`config.mk`:
```
export PLATFORM = sky130hd
export DESIGN_NAME = conv_mac_seq
export DESIGN_NICKNAME = d
export VERILOG_FILES = /design/src/rtl/conv_mac_seq_pkg.sv /design/src/rtl/conv_mac_seq_idx_cnt.sv /design/src/rtl/conv_mac_seq.sv
export SDC_FILE = /design/constraint.sdc
export NUM_CORES = 1
export LEC_CHECK = 0
export BUFFER_PORTS_ARGS = -buffer_cell sky130_fd_sc_hd__clkbuf_2
export CAP_MARGIN = 10
export CORE_MARGIN = 5
export CORE_UTILIZATION = 50
export DETAILED_ROUTE_END_ITERATION = 16
export GPL_TIMING_DRIVEN = 0
export PLACE_DENSITY = 0.76
export SLEW_MARGIN = 20
export SYNTH_ARGS = -nofsm -noshare
export SYNTH_HDL_FRONTEND = slang
export SYNTH_HIERARCHICAL = 1
export SYNTH_SLANG_ARGS = --single-unit
```
`constraint.sdc`:
```
create_clock -name clk -period 5.56 [get_ports clk]
set_input_delay 0.556 -clock clk [delete_from_list [all_inputs] [get_ports clk]]
set_output_delay 0.556 -clock clk [all_outputs]
set_load 0.01 [all_outputs]
```
`src/rtl/conv_mac_seq_pkg.sv`:
```
// Shared types and constants for the convolution MAC sequencer.
package conv_mac_seq_pkg;

    localparam int K_DEFAULT    = 3;
    localparam int DRAIN_CYCLES = 2;
    localparam int RD_LAT       = 1;

    typedef enum logic [2:0] {
        ST_IDLE  = 3'd0,
        ST_CLEAR = 3'd1,
        ST_BIAS  = 3'd2,
        ST_MAC   = 3'd3,
        ST_DRAIN = 3'd4,
        ST_OUT   = 3'd5
    } state_e;

    // Width of a kernel offset; stays at least one bit even for a 1x1 kernel.
    function automatic int idx_w(input int k);
        return (k > 1) ? $clog2(k) : 1;
    endfunction

endpackage

```
`src/rtl/conv_mac_seq_idx_cnt.sv`:
```
// Nested kernel-column / kernel-row / channel counters plus the linear weight address.
module conv_idx_cnt
    import conv_mac_seq_pkg::*;
#(
    parameter int  K      = K_DEFAULT,
    parameter int  CIN_W  = 6,
    parameter int  ADDR_W = 10,
    localparam int KW     = idx_w(K)
) (
    input  logic              clk,
    input  logic              rstn,
    input  logic              clr,
    input  logic              step_addr,
    input  logic              step_idx,
    input  logic [CIN_W-1:0]  cin,
    output logic [KW-1:0]     kx,
    output logic [KW-1:0]     ky,
    output logic [CIN_W-1:0]  ci,
    output logic [ADDR_W-1:0] addr,
    output logic              last
);

    localparam logic [KW-1:0] K_MAX = KW'(K - 1);

    logic [KW-1:0]     kx_q, kx_d;
    logic [KW-1:0]     ky_q, ky_d;
    logic [CIN_W-1:0]  ci_q, ci_d;
    logic [ADDR_W-1:0] addr_q, addr_d;

    always_comb begin
        // NOTE: every combinational output gets a default first so no path infers a latch.
        kx_d   = kx_q;
        ky_d   = ky_q;
        ci_d   = ci_q;
        addr_d = addr_q;
        if (clr) begin
            kx_d   = '0;
            ky_d   = '0;
            ci_d   = '0;
            addr_d = '0;
        end else begin
            if (step_addr) begin
                addr_d = addr_q + ADDR_W'(1);
            end
            if (step_idx) begin
                if (kx_q == K_MAX) begin
                    kx_d = '0;
                    if (ky_q == K_MAX) begin
                        ky_d = '0;
                        ci_d = ci_q + CIN_W'(1);
                    end else begin
                        ky_d = ky_q + KW'(1);
                    end
                end else begin
                    kx_d = kx_q + KW'(1);
                end
            end
        end
    end

    // NOTE: state uses non-blocking assignments under an asynchronous active-low reset.
    always_ff @(posedge clk or negedge rstn) begin
        if (!rstn) begin
            kx_q   <= '0;
            ky_q   <= '0;
            ci_q   <= '0;
            addr_q <= '0;
        end else begin
            kx_q   <= kx_d;
            ky_q   <= ky_d;
            ci_q   <= ci_d;
            addr_q <= addr_d;
        end
    end

    assign kx   = kx_q;
    assign ky   = ky_q;
    assign ci   = ci_q;
    assign addr = addr_q;
    assign last = (kx_q == K_MAX) && (ky_q == K_MAX) && (ci_q == cin - CIN_W'(1));

endmodule

```
`src/rtl/conv_mac_seq.sv`:
```
// Sequencer for one output pixel: clear, bias read, K*K*cin weight/feature reads, drain, handshake.
module conv_mac_seq
    import conv_mac_seq_pkg::*;
#(
    parameter int  K      = K_DEFAULT,
    parameter int  CIN_W  = 6,
    parameter int  ADDR_W = 10,
    localparam int KW     = idx_w(K)
) (
    input  logic              clk,
    input  logic              rstn,
    input  logic              start,
    input  logic              abort,
    input  logic [CIN_W-1:0]  cfg_cin,
    output logic              busy,
    output logic              rd_en,
    output logic              rd_bias,
    output logic [ADDR_W-1:0] w_addr,
    output logic [KW-1:0]     f_kx,
    output logic [KW-1:0]     f_ky,
    output logic [CIN_W-1:0]  f_ci,
    output logic              mac_clr_n,
    output logic              mac_en,
    output logic              mac_only_add,
    input  logic [7:0]        mac_dout,
    output logic              out_valid,
    input  logic              out_ready,
    output logic [7:0]        out_data
);

    localparam int            DW         = (DRAIN_CYCLES > 1) ? $clog2(DRAIN_CYCLES) : 1;
    localparam logic [DW-1:0] DRAIN_LAST = DW'(DRAIN_CYCLES - 1);

    state_e            state_q, state_d;
    logic [CIN_W-1:0]  cin_q, cin_d;
    logic [DW-1:0]     drain_q, drain_d;
    logic              busy_q, busy_d;
    logic              rd_en_q, rd_en_d;
    logic              rd_bias_q, rd_bias_d;
    logic              clr_n_q, clr_n_d;
    logic              out_valid_q, out_valid_d;
    logic [7:0]        out_data_q, out_data_d;
    logic [RD_LAT-1:0] en_pipe_q, en_pipe_d;
    logic [RD_LAT-1:0] add_pipe_q, add_pipe_d;
    logic [RD_LAT:0]   en_chain, add_chain;
    logic              capture;

    logic              cnt_clr, cnt_step_addr, cnt_step_idx, cnt_last;
    logic [KW-1:0]     cnt_kx, cnt_ky;
    logic [CIN_W-1:0]  cnt_ci;
    logic [ADDR_W-1:0] cnt_addr;

    assign en_chain  = {en_pipe_q, rd_en_q};
    assign add_chain = {add_pipe_q, rd_bias_q};

    always_comb begin
        state_d = state_q;
        cin_d   = cin_q;
        capture = 1'b0;
        case (state_q)
            ST_IDLE: begin
                if (start && (cfg_cin != '0)) begin
                    state_d = ST_CLEAR;
                    cin_d   = cfg_cin;
                end
            end
            ST_CLEAR: state_d = ST_BIAS;
            ST_BIAS:  state_d = ST_MAC;
            ST_MAC: begin
                if (cnt_last) begin
                    state_d = ST_DRAIN;
                end
            end
            ST_DRAIN: begin
                if (drain_q == DRAIN_LAST) begin
                    state_d = ST_OUT;
                    capture = 1'b1;
                end
            end
            ST_OUT: begin
                if (out_ready) begin
                    state_d = ST_IDLE;
                end
            end
            default: state_d = ST_IDLE;
        endcase

        // Abort overrides everything, including a start or a result capture in the same cycle.
        if (abort) begin
            state_d = ST_IDLE;
            capture = 1'b0;
        end

        drain_d = ((state_q == ST_DRAIN) && (state_d == ST_DRAIN)) ? drain_q + DW'(1) : '0;

        // Outputs are decoded from the next state so they change together with it.
        busy_d      = (state_d != ST_IDLE);
        rd_en_d     = (state_d == ST_BIAS) || (state_d == ST_MAC);
        rd_bias_d   = (state_d == ST_BIAS);
        clr_n_d     = (state_d != ST_CLEAR);
        out_valid_d = (state_d == ST_OUT);
        out_data_d  = capture ? mac_dout : out_data_q;

        en_pipe_d  = abort ? '0 : en_chain[RD_LAT-1:0];
        add_pipe_d = abort ? '0 : add_chain[RD_LAT-1:0];

        // The address leads the kernel indices by one: BIAS sits at 0 while the first read uses index 0.
        cnt_clr       = (state_d != ST_MAC);
        cnt_step_addr = (state_d == ST_MAC);
        cnt_step_idx  = (state_q == ST_MAC) && (state_d == ST_MAC);
    end

    always_ff @(posedge clk or negedge rstn) begin
        if (!rstn) begin
            state_q     <= ST_IDLE;
            cin_q       <= '0;
            drain_q     <= '0;
            busy_q      <= 1'b0;
            rd_en_q     <= 1'b0;
            rd_bias_q   <= 1'b0;
            clr_n_q     <= 1'b0;
            out_valid_q <= 1'b0;
            out_data_q  <= '0;
            en_pipe_q   <= '0;
            add_pipe_q  <= '0;
        end else begin
            state_q     <= state_d;
            cin_q       <= cin_d;
            drain_q     <= drain_d;
            busy_q      <= busy_d;
            rd_en_q     <= rd_en_d;
            rd_bias_q   <= rd_bias_d;
            clr_n_q     <= clr_n_d;
            out_valid_q <= out_valid_d;
            out_data_q  <= out_data_d;
            en_pipe_q   <= en_pipe_d;
            add_pipe_q  <= add_pipe_d;
        end
    end

    conv_idx_cnt #(
        .K      (K),
        .CIN_W  (CIN_W),
        .ADDR_W (ADDR_W)
    ) u_idx_cnt (
        .clk       (clk),
        .rstn      (rstn),
        .clr       (cnt_clr),
        .step_addr (cnt_step_addr),
        .step_idx  (cnt_step_idx),
        .cin       (cin_q),
        .kx        (cnt_kx),
        .ky        (cnt_ky),
        .ci        (cnt_ci),
        .addr      (cnt_addr),
        .last      (cnt_last)
    );

    assign busy         = busy_q;
    assign rd_en        = rd_en_q;
    assign rd_bias      = rd_bias_q;
    assign w_addr       = cnt_addr;
    assign f_kx         = cnt_kx;
    assign f_ky         = cnt_ky;
    assign f_ci         = cnt_ci;
    assign mac_clr_n    = clr_n_q;
    assign mac_en       = en_pipe_q[RD_LAT-1];
    assign mac_only_add = add_pipe_q[RD_LAT-1];
    assign out_valid    = out_valid_q;
    assign out_data     = out_data_q;

endmodule

```
==> flow_metrics.env, run 1 <==
export IMPL_fin_util_pct=62.6
export IMPL_fp_dieW_um=75.5
export IMPL_path_class="reg2reg"
export IMPL_clk_path_buf_depth=2
export IMPL_grtUsageMet2_pct=25.2
export IMPL_final_nets=279
export IMPL_clk_pin_slew_worst_paths_ns=0.08
export IMPL_grt_busiest_layer="met2"
export IMPL_rr_worst_depth=12
export IMPL_setup_viol=0
export IMPL_fin_crit_sh_pct=57.6
export IMPL_finalHoldViolations=0
export IMPL_worst_pin_slew_ns=0.557
export IMPL_first_pass_iters=4
export IMPL_io_pins=54
export IMPL_cts_repair_resized=0
export IMPL_syn_inst=197
export IMPL_synth_seq_cells=45
export IMPL_antenna_cells=0
export IMPL_maxCapViolations=0
export IMPL_run_status="completed"
export IMPL_async_reset_ff_share_pct=100
export IMPL_wl_per_cell_um=13.9
export IMPL_htree_levels=2
export IMPL_die_h_um=75.5
export IMPL_ant_nets=0
export IMPL_synth_edf_count=0
export IMPL_path_max_fanout=8
export IMPL_initial_core_util_pct=52.4
export IMPL_final_cell_area_sq_um=2560
export IMPL_drc=0
export IMPL_drive_above_1_share_pct=30.7
export IMPL_finalCriticalPeriod_ns=3.20
export IMPL_synth_area_per_cell_sq_um=10.9
export IMPL_cts_inserted_buffers=5
export IMPL_setup_tns_ns=0
export IMPL_report_final_slew_viol_count=0
export IMPL_grt_util_met1_pct=22.3
export IMPL_crit_path_start_kind="register"
export IMPL_grt_max_degree=46
export IMPL_dpl_hpwl_mm=3.12
export IMPL_routed_wl_mm=4.28
export IMPL_use_met3_pct=4.35
export IMPL_yosysSeqAreaShare_pct=52.5
export IMPL_timing_hold_ws_ns=0.246
export IMPL_slew_headroom_pct=62.9
export IMPL_grt_pass1_vias=1556
export IMPL_coreArea_sq_um=4090
export IMPL_dieArea_sq_um=5700
export IMPL_fin_skew_ns=0.00418
export IMPL_grt_pass1_wl_mm=7.04
export IMPL_clkSinkCount=45
export IMPL_tritoncts="done"
export IMPL_vias=1604
export IMPL_gr_total_overflow=0
export IMPL_dpl_instance_area_sq_um=2470
export IMPL_globalplace_congestion=0.778
export IMPL_root_buffer="clkbuf_8"
export IMPL_grt_antenna_before_repair=0
export IMPL_rsz0062_at_grt="false"
export IMPL_yosysWarnings=6
export IMPL_clk_latency_ns=0.29
export IMPL_hold_path_class="in2async"
export IMPL_rows=23
export IMPL_drtIter0Drc=100
export IMPL_syn_nets=219
export IMPL_ys_flop_type="dfrtp_1"
export IMPL_crit_arrival_ns=3.36
export IMPL_endpoint_kind="register"
export IMPL_port_buffers=53
export IMPL_ys_types=44
export IMPL_cp_required_ns=5.72
export IMPL_syn_cell_area_sq_um=2140
export IMPL_grtUsageTotal_pct=16.3
export IMPL_maxClockFrequency_ghz=0.312
export IMPL_powerDensity_nw_per_um2=250
export IMPL_hold_buffers=0
export IMPL_postCtsSetupBuffers=0
export IMPL_vias_per_cell=5.22
export IMPL_syn_to_final_growth_pct=19.4
export IMPL_leakage_nw=1.19
export IMPL_vdd_drop_max_mv=0.183
export IMPL_reg2reg_slack_ns=2.36
[area by class of cell]
class                           count  area (sq um)
Clock buffer                        7          86.3
Tap cell                           50          62.6
Fill cell                         363          1530
Sequential cell                    45          1130
Timing Repair Buffer               53           268
Buffer                              5          23.8
Inverter                            4          15.0
Multi-Input combinational cell    143           978
[layout by cell type (no fill, tap or decap), types with 2 or more instances in the layout]
cell type and n:
a22o_1 2, nand2_1 23, inv_1 4, nand3b_1 3, xnor2_1 14, nor2b_1 5
mux2_2 8, buf_4 2, a21oi_1 7, nand4_1 5, nor3_1 7, xor2_1 6
ha_1 3, clkbuf_8 6, clkbuf_1 4, nor2_1 21, nand2b_1 3, mux2i_1 2
clkbuf_2 52, dfrtp_1 45, and3_1 2, nor4_1 2, o21ai_0 4, and4_1 2
nand3_1 4
[stage by stage]
stage / instances / setup slack, ns / power [mW]
global placement: 300 / 2.40 / 0.444
global route: 307 / 2.08 / 0.674
detailed placement: 300 / 2.40 / 0.446
floorplan: 197 / 2.70 / 0.416
finish: 307 / 2.36 / 0.639
CTS: 307 / 2.38 / 0.650
[sequential cells by signal, indices dropped and copies added (netlist names)]
name,flops
mac_clr_n,1
u_idx_cnt/ci,6
u_idx_cnt/ky,2
out_data,8
rd_bias,1
state_q,3
cin_q,6
busy,1
out_valid,1
mac_only_add,1
u_idx_cnt/kx,2
mac_en,1
u_idx_cnt/addr,10
drain_q,1
rd_en,1
[critical path, stage by stage (launching register included)]
cell and delay, ns:
dfrtp_1 0.46, inv_1 0.07, ha_1 0.31, xnor2_1 0.12, or4_1 0.14, a2111oi_2 0.05
and3_2 0.25, nor4_2 0.44, and4_1 0.40, nand3b_1 0.26, nor4_1 0.37, xnor2_1 0.16
nor2_1 0.05
[path summary, 6_finish.rpt]
check	start	end
min in group clk	drain_q	drain_q
min	rstn	cin_q[3]
max in group asynchronous	rstn	u_idx_cnt/addr[6]
min reg2reg	drain_q	drain_q
max reg2reg	cin_q[0]	u_idx_cnt/ci[4]
max	cin_q[0]	u_idx_cnt/ci[4]
[cell usage after synthesis (all sizes together) (2+ instances only)]
cell	n	share of area [%]
a21oi	7	1.6
a22o	2	0.82
a31oi	2	1.3
and3	3	0.93
and4	2	0.82
buf	2	0.58
clkbuf	3	0.53
dfrtp	45	53
ha	3	1.8
inv	4	0.70
mux2	8	4.2
mux2i	2	0.93
nand2	23	4.0
nand2b	3	0.88
nand3	4	0.93
nand3b	3	1.1
nand4	5	1.5
nor2	21	3.7
nor2b	5	1.5
nor3	8	2.1
nor4	3	1.2
nor4b	2	1.5
o21ai	4	0.93
or3	2	0.64
or4	2	0.88
xnor2	14	5.7
xor2	6	2.5
[kinds of logic after synthesis]
kind of cell,after synthesis,share of synthesized area [%]
adder cells (fa/ha/maj),3,1.75
AND/OR/NAND/NOR,90,23.1
XOR/XNOR,20,8.17
flip-flops,45,52.5
buffers and inverters,9,1.81
multiplexers,10,5.14
AO/OA/AOI/OAI,20,7.47
[power by group]
| group | switching, mW | internal [mW] |
|---|---|---|
| combinational | 0.0439 | 0.0372 |
| clock | 0.101 | 0.0986 |
| sequential | 0.0174 | 0.341 |
| total | 0.162 | 0.477 |
[metal layers]
layer,vias to the layer above,share of wire (%)
met2,37,45
met1,759,48
met5,-,0
met4,0,1.3
met3,6,5.5
li1,802,-
(Power assumes the default switching activity.)
==> run 2: changes to the inputs <==
Settings changed: ABC_AREA set to 1, CORE_UTILIZATION 50 to 48, PLACE_DENSITY 0.76 to 0.75.
Clock period 5.56 ns to 2.81 ns, I/O delays scaled along.
==> flow_metrics.env, run 2 <==
export IMPL_p_sw_mw=0.418
export IMPL_fin_skew_ns=0.00719
export IMPL_dpl_instance_area_sq_um=2730
export IMPL_endpoint_kind="register"
export IMPL_wl_per_cell_um=11.2
export IMPL_routed_wl_mm=4.94
export IMPL_ys_top_cells_by_area="dfrtp_1 47%, nand2_1 12%, inv_1 8.4%, nand3_1 6.1%, nor2_1 5.0%"
export IMPL_clk_path_buf_depth=2
export IMPL_drc=0
export IMPL_grt_antenna_before_repair=0
export IMPL_rr_worst_depth=21
export IMPL_cp_top_family="simple AND/OR/NAND/NOR gates"
export IMPL_power_total_mw=1.42
export IMPL_largest_reg_flops=10
export IMPL_initial_core_util_pct=50.0
export IMPL_synth_compound_area_share_pct=6.89
export IMPL_p_clk_share_pct=29.8
export IMPL_slew_headroom_pct=59.2
export IMPL_final_cell_area_sq_um=2960
export IMPL_crit_path_start_kind="register"
export IMPL_synth_simple_gate_area_share_pct=32.5
export IMPL_final_common_cell="nand2_1"
export IMPL_dpl_hpwl_mm=3.53
export IMPL_crit_slowest_cell="dfrtp_1"
export IMPL_grtUsageTotal_pct=16.5
export IMPL_ys_types=26
export IMPL_slowest_delay_ns=0.42
export IMPL_ant_nets=0
export IMPL_synth_edf_count=0
export IMPL_synth_xor_area_share_pct=1.10
export IMPL_drive_above_1_share_pct=28.2
export IMPL_fillers=448
export IMPL_syn_to_final_growth_pct=24.6
export IMPL_crit_top_cell="nand2_1"
export IMPL_rows=25
export IMPL_synth_area_per_cell_sq_um=7.85
export IMPL_crit_arrival_ns=2.83
export IMPL_port_buffers=53
export IMPL_dieArea_sq_um=6460
export IMPL_synthAdderAreaFrac_pct=1.58
export IMPL_setup_tns_ns=0
export IMPL_grt_max_degree=46
export IMPL_coreArea_sq_um=4750
export IMPL_cts_inserted_buffers=5
export IMPL_synth_seq_cells=45
export IMPL_clk_pin_slew_worst_paths_ns=0.08
export IMPL_io_pins=54
export IMPL_syn_cell_area_sq_um=2380
export IMPL_hold_path_class="in2async"
export IMPL_worst_pin_slew_ns=0.612
export IMPL_synth_commonest_cells="73 x nand2_1, 53 x inv_1, 45 x dfrtp_1"
export IMPL_synth_top_family_by_area="simple AND/OR/NAND/NOR gates"
export IMPL_cp_required_ns=3.03
export IMPL_seq_area_sq_um=1130
export IMPL_path_max_fanout=7
export IMPL_crit_path_start="cin_q[0]"
export IMPL_clk_latency_ns=0.30
export IMPL_leakage_nw=1.60
export IMPL_tritoncts="done"
export IMPL_die_h_um=80.4
export IMPL_crit_buf_inv=4
export IMPL_multi_input_area_sq_um=1040
export IMPL_vias_per_cell=4.76
export IMPL_setup_viol=0
export IMPL_vias=2109
export IMPL_finalCriticalPeriod_ns=2.61
export IMPL_maxClockFrequency_ghz=0.383
export IMPL_maxCapViolations=0
export IMPL_htree_levels=2
export IMPL_ys_flop_type="dfrtp_1"
export IMPL_fin_crit_sh_pct=92.8
export IMPL_grt_pass1_wl_mm=8.34
export IMPL_async_reset_ff_share_pct=100
export IMPL_first_pass_iters=4
export IMPL_r2r_start="cin_q[0]"
export IMPL_syn_nets=325
export IMPL_final_nets=397
export IMPL_root_buffer="clkbuf_8"
export IMPL_report_final_slew_viol_count=0
export IMPL_pwr_share_seq_pct=51.0
export IMPL_fp_dieW_um=80.4
export IMPL_path_class="reg2reg"
export IMPL_switching_share_pct=29.4
export IMPL_p_int_mw=1.01
export IMPL_yosysWarnings=6
export IMPL_drtIter0Drc=86
export IMPL_cp_cell_sequence="inv_2 > ha_4 > nand2_1 > inv_1 > nor2_1 > nand3_1 > nor2_1 > nand3_1 > nor2_2 > nand2_1 > nand3_2 > nand2_1 > nor2_2 > nand2_4 > nand3_4 > nor2_4 > nand3_2 > o21ai_4 > buf_4 > buf_4 > o21ai_0"
export IMPL_yosysMostFrequentCell="nand2_1"
export IMPL_cp_num_cells=21
export IMPL_vdd_drop_max_mv=0.344
export IMPL_grt_pass1_vias=1905
export IMPL_finalHoldViolations=0
export IMPL_syn_inst=303
export IMPL_antenna_cells=0
export IMPL_yosysSeqAreaShare_pct=47.3
export IMPL_clkSinkCount=45
export IMPL_synthMuxAreaShare_pct=0
export IMPL_globalplace_congestion=0.813
export IMPL_run_status="completed"
export IMPL_yosysTopAreaCell="dfrtp_1"
export IMPL_gr_total_overflow=0
export IMPL_powerDensity_nw_per_um2=481
export IMPL_layout_common_cells="72 x nand2_1, 53 x clkbuf_2, 51 x inv_1"
export IMPL_yosys_area_top_type_share_pct=47.3
export IMPL_comb_power_share_pct=19.3
==> run 2: timing repair <==
| item | in CTS | in global routing |
|---|---|---|
| hold endpoints to repair | 0 | 0 |
| setup buffers | 0 | 12 |
| resized for setup | 0 | 13 |
| hold buffers | 0 | 0 |
| setup endpoints to repair | 0 | 19 |
==> run 2: cell type report <==
type | count | share of cell area (%)
inverters | 56 | 7.26
multi-input cells | 198 | 35.3
clock inverters | 2 | 0.465
well taps | 67 | 2.83
repair buffers | 65 | 12.0
clock buffers | 6 | 2.79
plain buffers | 4 | 1.39
flip-flops and latches | 45 | 38.0
==> run 2: power groups by stage <==
stage	Sequential [mW]	Clock (mW)	Combinational (mW)
floorplan	0.741	0	0.152
detailed placement	0.737	0	0.236
CTS	0.725	0.439	0.237
global placement	0.737	0	0.230
finish	0.726	0.424	0.274
global route	0.734	0.468	0.315
==> run 2: metal layers <==
metal | global-route usage [%] | wire length (um) | up-vias
met1 | 20.3 | 2240 | 950
met4 | 6.08 | 88 | 0
li1 | - | - | 1099
met2 | 27.0 | 2320 | 51
met3 | 5.16 | 298 | 9
met5 | 0 | 0 | -
==> run 2: per-stage QoR <==
step | hold slack (ns) | std cells | utilization, % | setup WS (ns)
after global placement | 0.423 | 423 | 57.4 | 0.0858
after CTS | 0.0226 | 431 | 59.4 | 0.00619
after floorplan | -0.0146 | 303 | - | 0.422
final | 0.00479 | 443 | 62.3 | 0.202
after global routing | 0.0528 | 443 | 62.3 | -0.0263
after detailed placement | 0.364 | 423 | 57.4 | 0.0287
==> run 2: worst reg2reg max path, cell delays in order, from the launching register on <==
cell,delay [ns]
dfrtp_1,0.42
inv_2,0.11
ha_4,0.21
nand2_1,0.06
inv_1,0.04
nor2_1,0.08
nand3_1,0.08
nor2_1,0.10
nand3_1,0.09
nor2_2,0.14
nand2_1,0.07
nand3_2,0.08
nand2_1,0.06
nor2_2,0.14
nand2_4,0.08
nand3_4,0.13
nor2_4,0.06
nand3_2,0.10
o21ai_4,0.08
buf_4,0.14
buf_4,0.12
o21ai_0,0.14
==> run 2: cell families after synthesis <==
| kind of cell | count (synthesis) |
|---|---|
| AOI/OAI and AO/OA | 28 |
| xor gates and xnor gates | 3 |
| adders and majority gates | 3 |
| buffers and inverters | 60 |
| DFF | 45 |
| and+or+nand+nor | 164 |
==> run 2: worst paths after layout <==
check | endpoint | slack, ns
min in group clk | out_data[1] | 0.18
max | u_idx_cnt/ci[3] | 0.20
min | mac_only_add | 0.005
min reg2reg | drain_q | 0.44
max in group asynchronous | u_idx_cnt/ci[5] | 2.39
max reg2reg | u_idx_cnt/ci[3] | 0.20
